### config.mk
export PLATFORM = sky130hd
export DESIGN_NAME = wb_daq_data_disaggregation
export DESIGN_NICKNAME = d
export VERILOG_FILES = /design/src/rtl/wb_daq_pkg.sv /design/src/rtl/wb_daq_req_sync.sv /design/src/rtl/wb_daq_data_disaggregation.sv
export SDC_FILE = /design/constraint.sdc
export NUM_CORES = 1
export LEC_CHECK = 0
export ABC_AREA = 0
export BUFFER_PORTS_ARGS = -buffer_cell sky130_fd_sc_hd__buf_2
export CORE_MARGIN = 5
export CORE_UTILIZATION = 55
export CTS_BUF_LIST = sky130_fd_sc_hd__clkbuf_8 sky130_fd_sc_hd__clkbuf_16
export DETAILED_ROUTE_END_ITERATION = 12
export PLACE_DENSITY = 0.93
export SYNTH_ARGS = -nofsm -noshare
export SYNTH_HDL_FRONTEND = slang
export SYNTH_SLANG_ARGS = --single-unit
### constraint.sdc
create_clock -name wb_clk -period 3.6 [get_ports wb_clk]
set_input_delay 0.54 -clock wb_clk [delete_from_list [all_inputs] [get_ports wb_clk]]
set_output_delay 0.54 -clock wb_clk [all_outputs]
set_load 0.01 [all_outputs]
### src/rtl/wb_daq_pkg.sv
// Shared definitions for the DAQ playback-side blocks: sample width codes,
// disaggregation FSM encoding and per-width last-lane constants.
package wb_daq_pkg;

  localparam logic [1:0] DAQ_W8   = 2'd0;
  localparam logic [1:0] DAQ_W16  = 2'd1;
  localparam logic [1:0] DAQ_W32  = 2'd2;
  localparam logic [1:0] DAQ_WRSV = 2'd3;

  typedef enum logic [1:0] {
    ST_IDLE  = 2'd0,
    ST_FETCH = 2'd1,
    ST_LOAD  = 2'd2,
    ST_HOLD  = 2'd3
  } daq_state_e;

  localparam logic [1:0] LAST_LANE_W8  = 2'd3;
  localparam logic [1:0] LAST_LANE_W16 = 2'd1;
  localparam logic [1:0] LAST_LANE_W32 = 2'd0;

  // The reserved code can only reach the word register through a race with
  // LOAD; it is unpacked as a single 32-bit lane.
  function automatic logic [1:0] last_lane(input logic [1:0] width);
    logic [1:0] lane;
    case (width)
      DAQ_W8:  lane = LAST_LANE_W8;
      DAQ_W16: lane = LAST_LANE_W16;
      default: lane = LAST_LANE_W32;
    endcase
    return lane;
  endfunction

endpackage

### src/rtl/wb_daq_req_sync.sv
// Delay/synchronizer shift register for the DAC request strobe; the last
// stage is the request as seen by the disaggregation FSM.
module wb_daq_req_sync #(
  parameter int SYNC_STAGES = 3
) (
  input  logic wb_clk,
  input  logic wb_rst_n,
  input  logic dac_request,
  output logic req_local
);

  logic [SYNC_STAGES-1:0] sync_q;

  always_ff @(posedge wb_clk or negedge wb_rst_n) begin
    if (!wb_rst_n) begin
      sync_q <= '0;
    end else begin
      sync_q[0] <= dac_request;
      for (int i = 1; i < SYNC_STAGES; i++) begin
        sync_q[i] <= sync_q[i-1];
      end
    end
  end

  assign req_local = sync_q[SYNC_STAGES-1];

endmodule

### src/rtl/wb_daq_data_disaggregation.sv
// Playback disaggregation: pops 32-bit FIFO words and hands them to the DAC
// one 8/16/32-bit lane per request. DAQ_DISAGG_SIGN_EXT_EN selects sign extension.
module wb_daq_data_disaggregation
  import wb_daq_pkg::*;
#(
  parameter int dw          = 32,
  parameter int dac_dw      = 32,
  parameter int SYNC_STAGES = 3
) (
  input  logic              wb_clk,
  input  logic              wb_rst_n,
  input  logic [1:0]        data_width,
  input  logic              dac_request,
  input  logic [dw-1:0]     fifo_data_in,
  input  logic              fifo_empty,
  output logic              fifo_pop,
  output logic [dac_dw-1:0] dac_data,
  output logic              dac_valid,
  output logic              underflow,
  output logic              underflow_sticky,
  input  logic              underflow_clr
);

  function automatic logic [dac_dw-1:0] extend_sample(input logic [dw-1:0] word,
                                                      input logic [1:0]    width,
                                                      input logic [1:0]    lane);
    logic signed [7:0]        byte_s;
    logic signed [15:0]       half_s;
    logic signed [dac_dw-1:0] sample;
    case (lane)
      2'd0:    byte_s = word[7:0];
      2'd1:    byte_s = word[15:8];
      2'd2:    byte_s = word[23:16];
      default: byte_s = word[31:24];
    endcase
    half_s = lane[0] ? word[31:16] : word[15:0];
    case (width)
`ifdef DAQ_DISAGG_SIGN_EXT_EN
      DAQ_W8:  sample = dac_dw'(byte_s);
      DAQ_W16: sample = dac_dw'(half_s);
`else
      DAQ_W8:  sample = dac_dw'($unsigned(byte_s));
      DAQ_W16: sample = dac_dw'($unsigned(half_s));
`endif
      default: sample = dac_dw'($unsigned(word));
    endcase
    return sample;
  endfunction

  logic              req_p0;
  daq_state_e        state_q, state_nxt;
  logic [dw-1:0]     word_q;
  logic [1:0]        width_q;
  logic [1:0]        lane_q;
  logic              pop_c, load_c, consume_c, uf_c;
  logic [dac_dw-1:0] data_p1;
  logic              vld_p1, uf_p1, sticky_q;

  wb_daq_req_sync #(
    .SYNC_STAGES(SYNC_STAGES)
  ) u_req_sync (
    .wb_clk     (wb_clk),
    .wb_rst_n   (wb_rst_n),
    .dac_request(dac_request),
    .req_local  (req_p0)
  );

  always_comb begin
    state_nxt = state_q;
    pop_c     = 1'b0;
    load_c    = 1'b0;
    consume_c = 1'b0;
    uf_c      = 1'b0;
    case (state_q)
      ST_IDLE: begin
        if (!fifo_empty && (data_width != DAQ_WRSV)) state_nxt = ST_FETCH;
      end
      ST_FETCH: begin
        pop_c     = 1'b1;
        state_nxt = ST_LOAD;
      end
      ST_LOAD: begin
        load_c    = 1'b1;
        state_nxt = ST_HOLD;
      end
      default: begin
        if (req_p0) begin
          consume_c = 1'b1;
          if (lane_q == last_lane(width_q)) state_nxt = ST_IDLE;
        end
      end
    endcase
    // A request arriving with no word held is reported, never silently dropped.
    if (req_p0 && (state_q != ST_HOLD)) uf_c = 1'b1;
  end

  always_ff @(posedge wb_clk or negedge wb_rst_n) begin
    if (!wb_rst_n) begin
      state_q <= ST_IDLE;
      word_q  <= '0;
      width_q <= DAQ_W8;
      lane_q  <= 2'd0;
    end else begin
      state_q <= state_nxt;
      if (load_c) begin
        word_q  <= fifo_data_in;
        width_q <= data_width;
        lane_q  <= 2'd0;
      end else if (consume_c) begin
        lane_q <= lane_q + 2'd1;
      end
    end
  end

  // ---- output stage p1: one cycle after req_local ----
  always_ff @(posedge wb_clk or negedge wb_rst_n) begin
    if (!wb_rst_n) begin
      data_p1  <= '0;
      vld_p1   <= 1'b0;
      uf_p1    <= 1'b0;
      sticky_q <= 1'b0;
    end else begin
      vld_p1 <= consume_c;
      uf_p1  <= uf_c;
      if (consume_c) data_p1 <= extend_sample(word_q, width_q, lane_q);
      if (uf_c) sticky_q <= 1'b1;
      else if (underflow_clr) sticky_q <= 1'b0;
    end
  end

  assign fifo_pop         = pop_c;
  assign dac_data         = data_p1;
  assign dac_valid        = vld_p1;
  assign underflow        = uf_p1;
  assign underflow_sticky = sticky_q;

endmodule

==> metrics, run 1 <==
clock sinks 76; fmax 491.3 MHz; Core Footprint 5921 µm²; postcts setup bufs 0; PostCTS Resize Cnt 0; critical path launch point state_q[1]; Worst EP arrival 2.26 ns; Leak 1.886 nW; Final Hold Violating Endpoints 0; initial DRC count 260; Ys Warns 0; antenna diode count 0; global-route wire length before repair 12,120 µm; Layout Area Growth over Synthesis 16.54%; total number of vias 2,591; CP startpoint kind flip-flop; unrepaired setup endpoints after global routing no; Vias per Instance 5.796; clk slew on worst S/H paths 0.07 ns; TritonCTS clock tree done; CP Capture Type flip-flop; overall power 3.643 mW; Main synth FF type dfrtp_1; initial cell density of the core 56.49%; pwr/cell area 934.6 nW/µm²; worst r2r src state_q[1]; register area share after synthesis 56.86%; depth of the CTS H-tree 3; wire per inst 17.05 µm; DIE HEIGHT 87.98 µm; CP Data Required Time 3.82 ns; GPL Wtd Cong 0.8000; # rows 28; Longest Clk Path Bufs 2; Horiz. Die Dim 87.98 µm; final hold slack 0.2974 ns; setup violators final 0; aggregate global routing overflow 0; final setup skew 0.01507 ns; relative slew slack 28.79%; initial antenna violation count 0; pin count of the biggest net entering global routing 77; Worst Hold Launch dac_request; total track usage 20.74%; maximum vdd ir drop 0.5493 mV; DP Wirelength 5349 µm; cell area after layout 3897 µm²; largest fanout on the critical path 66; Hold Buf Count CTS 0; Period minus WS final 2.035 ns; vias in the first global route 2,463; Final Max Tran Viols 0; Avg Cell Area, Syn 11.00 µm²; Hold Crit Class input pin to flip-flop; # Max-Cap Violations 0; syn nets 352; Routed WL 7621 µm; share of cells above drive strength 1 33.06%; Post-synth EDFFs 0; critical path type flip-flop to flip-flop; Syn Std Cell Area 3344 µm²; IO Pins 75; placed cell area 3721 µm²; nets@finish 416; synthesized flop and latch total 76; I/O Buffers 74; Pre-antenna DRT Iters 5; status finished, final reports clean; Yosys cell types 30; Setup TNS Final 0 ns; fin crit share 56.54%; fraction of registers with async set or reset after synthesis 100.0%; root buffer cell clkbuf_8; cts bufs inserted 9; Post-DRT Antenna Nets 0; clock insertion delay at the later pin of the skew report 0.35 ns; Worst Tran Pin Value 1.064 ns; DRC viols 0; Fill cells 460; die area 7740 µm²; synthesized instance count 304
## cells by family (layout without fill, tap and decap cells)
logic type	Yosys count	after routing	synth area share, %
fa+ha+maj	9	9	3.367
flops	76	76	56.86
buf+inv	36	104	4.639
simple gates	66	66	8.193
xor+xnor	2	2	0.5239
compound gates	87	87	17.02
mux	28	28	9.390
## layer usage
layer / wire length, µm / vias up / GRT usage, %
met4: 85 / 0 / 5.021
met1: 3168 / 1275 / 27.76
met2: 3730 / 112 / 33.15
li1: - / 1195 / -
met5: 0 / - / 0
met3: 637 / 9 / 6.585
## critical path: stages (launching register included)
cell and delay (ns):
dfrtp_1 0.44, ha_1 0.22, nand2_2 0.78, inv_1 0.21
xnor2_1 0.22, nor2_1 0.05
## report_power, final
group,internal (mW),switching [mW],total (mW)
Sequential,1.23,0.353,1.59
Clock,0.267,0.313,0.580
Combinational,0.683,0.795,1.48
## placed cells by master, fill, tap and decap left out, drive strengths merged
master / count
inv: 14
buf: 75
a22oi: 16
nor3b: 1
dfrtp: 76
nor4: 1
clkinv: 4
ha: 9
a221oi: 16
mux2i: 1
a21oi: 10
clkinvlp: 1
o21bai: 1
a21o: 3
mux2: 27
nor2b: 1
or2: 1
o21ai: 40
nor2: 1
nor3: 1
clkbuf: 10
nand2: 59
and3: 1
xnor2: 2
o41ai: 1
## registers in the layout (all words and copies together) (netlist names)
signal,flops
u_req_sync.sync_q,3
width_q,2
lane_q,2
dac_valid,1
underflow,1
underflow_sticky,1
dac_data,32
word_q,32
state_q,2
## worst paths after layout
kind	cells after the start	end	slack, ns
max reg2reg	5	lane_q[0]	1.56
max	5	lane_q[0]	1.56
min	1	u_req_sync.sync_q[0]	0.30
min in group asynchronous	1	dac_data[26]	0.32
min reg2reg	0	u_req_sync.sync_q[1]	0.36
max in group asynchronous	1	word_q[16]	2.67
## metrics by stage
stage               std cells  util (%)  setup slack [ns]
floorplan                 304         -             1.938
global placement          432     62.85             1.706
detailed placement        432     62.85             1.585
CTS                       447     65.83             1.570
global route              447     65.83             1.331
finish                    447     65.83             1.565
## layout make-up
| class | count | area, µm² | share of cell area [%] |
|---|---|---|---|
| repair buffers | 75 | 380.4 | 9.759 |
| inverters | 14 | 52.55 | 1.348 |
| multi-input cells | 192 | 1292 | 33.16 |
| clock inverters | 5 | 38.79 | 0.9952 |
| well taps | 75 | 93.84 | 2.408 |
| flip-flops and latches | 76 | 1902 | 48.80 |
| clock buffers | 10 | 137.6 | 3.531 |
## cells in the mapped netlist, types with 2 or more instances
cell	count	area, µm²
inv_1	13	48.80
nand2_1	59	221.5
buf_1	4	15.01
a221oi_2	2	30.03
dfrtp_1	76	1902
mux2_2	26	292.8
o21ai_1	16	80.08
ha_1	9	112.6
o21ai_0	24	120.1
xnor2_1	2	17.52
buf_2	7	35.03
a21oi_1	10	50.05
a22oi_1	16	120.1
a221oi_1	14	122.6
a21o_1	3	22.52
clkbuf_1	9	33.78
Power figures use the tool's default switching activity.
==> run 2, diff against run 1 <==
--- a/config.mk
+++ b/config.mk
@@ -8,10 +8,10 @@
 export ABC_AREA = 0
 export BUFFER_PORTS_ARGS = -buffer_cell sky130_fd_sc_hd__buf_2
 export CORE_MARGIN = 5
-export CORE_UTILIZATION = 55
+export CORE_UTILIZATION = 54
 export CTS_BUF_LIST = sky130_fd_sc_hd__clkbuf_8 sky130_fd_sc_hd__clkbuf_16
 export DETAILED_ROUTE_END_ITERATION = 12
-export PLACE_DENSITY = 0.93
+export PLACE_DENSITY = 0.92
 export SYNTH_ARGS = -nofsm -noshare
 export SYNTH_HDL_FRONTEND = slang
 export SYNTH_SLANG_ARGS = --single-unit
==> constraint.sdc (replaced) <==
create_clock -name wb_clk -period 1.9 [get_ports wb_clk]
set_input_delay 0.285 -clock wb_clk [delete_from_list [all_inputs] [get_ports wb_clk]]
set_output_delay 0.285 -clock wb_clk [all_outputs]
set_load 0.01 [all_outputs]
==> run 2 against run 1 <==
  * Count of clock-buffer cells in the layout is 1 lower
  * Sequential share of layout area shrank 1.4 points
  * Via count rose by 0.69%
  * Worst hold slack worse by 0.25 ns
  * Sequential cell count unchanged
  * Critical path type unchanged
  * Critical endpoint is now state_q[1]
  * Largest cell class unchanged
  * Highest routed layer unchanged
==> metrics, run 2 (synthesized netlist as in run 1, its figures left out) <==
# rows 28; DIE HEIGHT 88.70 µm; Setup TNS Final 0 ns; Seq pwr share 41.2%; Horiz. Die Dim 88.70 µm; CP startpoint kind flip-flop; TritonCTS clock tree done; initial cell density of the core 56.16%; Gate power share 40.9%; largest fanout on the critical path 4; setup violators final 0; clock sinks 76; status finished, final reports clean; antenna diode count 0; pwr/cell area 1785 nW/µm²; global-route wire length before repair 13,040 µm; clk slew on worst S/H paths 0.07 ns; die area 7868 µm²; Final Hold Violating Endpoints 0; crit-path cells inv_1 -> ha_1 -> o41ai_2 -> mux2_1; root buffer cell clkbuf_8; met3 routed WL 692 µm; clock insertion delay at the later pin of the skew report 0.35 ns; final hold slack 0.04717 ns; depth of the CTS H-tree 3; clock share of power 17.8%; Layout Area Growth over Synthesis 20.09%; Hold Crit Class input pin to flip-flop; overall power 7.168 mW; Core Footprint 5956 µm²; wire per inst 17.09 µm; NetSw 2.749 mW; Longest Clk Path Bufs 2; Final Max Tran Viols 0; initial DRC count 253; Vias per Instance 5.734; initial antenna violation count 0; cts bufs inserted 9; maximum vdd ir drop 1.043 mV; commonest non-fill, non-tap cell in the layout dfrtp_1; unrepaired setup endpoints after global routing no; aggregate global routing overflow 0; I/O Buffers 74; Sw Share 38.36%; # Max-Cap Violations 0; CP Capture Type flip-flop; GPL Wtd Cong 0.8536; postcts setup bufs 0; total number of vias 2,609; final setup skew 0.006581 ns; Worst Tran Pin Value 0.6204 ns; DP Wirelength 5533 µm; Crit path largest cell delay 0.45 ns; relative slew slack 58.64%; Leak 1.950 nW; vias in the first global route 2,631; most frequent cells in the layout 76 x dfrtp_1, 73 x buf_2, 58 x nand2_1, 26 x mux2_2, 24 x o21ai_0; R2R setup slack 0.13 ns; pin count of the biggest net entering global routing 47; Post-DRT Antenna Nets 0; fin crit share 93.16%; nets@finish 424; Pre-antenna DRT Iters 5; Period minus WS final 1.770 ns; Top Metal Used met4; total track usage 21.93%; critical path type flip-flop to flip-flop; share of cells above drive strength 1 34.21%; Worst EP arrival 2.00 ns; Crit path buffers/inverters 1; met2 wire length 3786 µm; Routed WL 7777 µm; DRC viols 0; Int Power 4.419 mW; fmax 565.0 MHz; CP Data Required Time 2.13 ns; IO Pins 75; crit-path leading delay family compound AO/OA/AOI/OAI gates; slowest cell on the critical path o41ai_2; met1 wire length 3137 µm
## run 2: cell types whose count changed in the layout (fill, tap and decap cells not counted), sizes merged
cell         before  now
clkbuf           10    9
bufinv            0    2
buf              75   82
dlygate4sd3       0    1
inv              14   15
clkinv            4    2
## run 2: power by group through the flow
stage | Clock [mW] | Combinational (mW) | Sequential, mW
2_1_floorplan | 0 | 1.98 | 2.92
3_3_place_gp | 0 | 2.76 | 2.92
3_5_place_dp | 0 | 2.92 | 2.97
4_1_cts | 1.31 | 2.94 | 2.94
5_1_grt | 1.38 | 3.25 | 3.06
6_report | 1.28 | 2.93 | 2.96
## run 2: routing by layer
metal  GRT usage [%]  vias to the layer above
met5               0                        -
met4           7.967                        0
met3           5.587                       19
met2           34.55                      124
met1           29.45                     1258
li1                -                     1208
## run 2: timing repair
action	in CTS	in global routing
setup endpoints to repair	0	1
hold buffers	1	0
endpoints found under the hold margin	34	0
gates resized for setup	0	1
## run 2: area by class of cell
cell class / instances / area (µm²)
Inverter: 14 / 52.55
Timing Repair Buffer: 83 / 467.9
Clock buffer: 9 / 123.9
Sequential cell: 76 / 1902
Fill cell: 470 / 1939
Tap cell: 75 / 93.84
Clock inverter: 6 / 81.33
Multi-Input combinational cell: 192 / 1295
## run 2: worst reg2reg max path: stages, from the launching register on
cell	delay, ns
dfrtp_1	0.41
inv_1	0.10
ha_1	0.33
o41ai_2	0.45
mux2_1	0.36
## run 2: final timing paths
path                       cells past startpoint              endpoint                  from
setup / recovery                               4            state_q[1]            state_q[0]
hold / removal                                 1  u_req_sync.sync_q[0]           dac_request
setup reg to reg                               4            state_q[1]            state_q[0]
hold reg to reg                                0  u_req_sync.sync_q[1]  u_req_sync.sync_q[0]
max in group asynchronous                      3          dac_data[20]              wb_rst_n
min in group asynchronous                      2          dac_data[26]              wb_rst_n
## run 2: per-stage QoR
stage / area (µm²) / std cells / worst slack, ns / util, %
after floorplan: 3344 / 304 / 0.2381 / -
after global placement: 3799 / 439 / 0.2321 / 63.78
after detailed placement: 3799 / 439 / 0.1159 / 63.78
after CTS: 4014 / 455 / 0.1126 / 67.40
after global routing: 4016 / 455 / 0.03292 / 67.44
final: 4016 / 455 / 0.1300 / 67.44
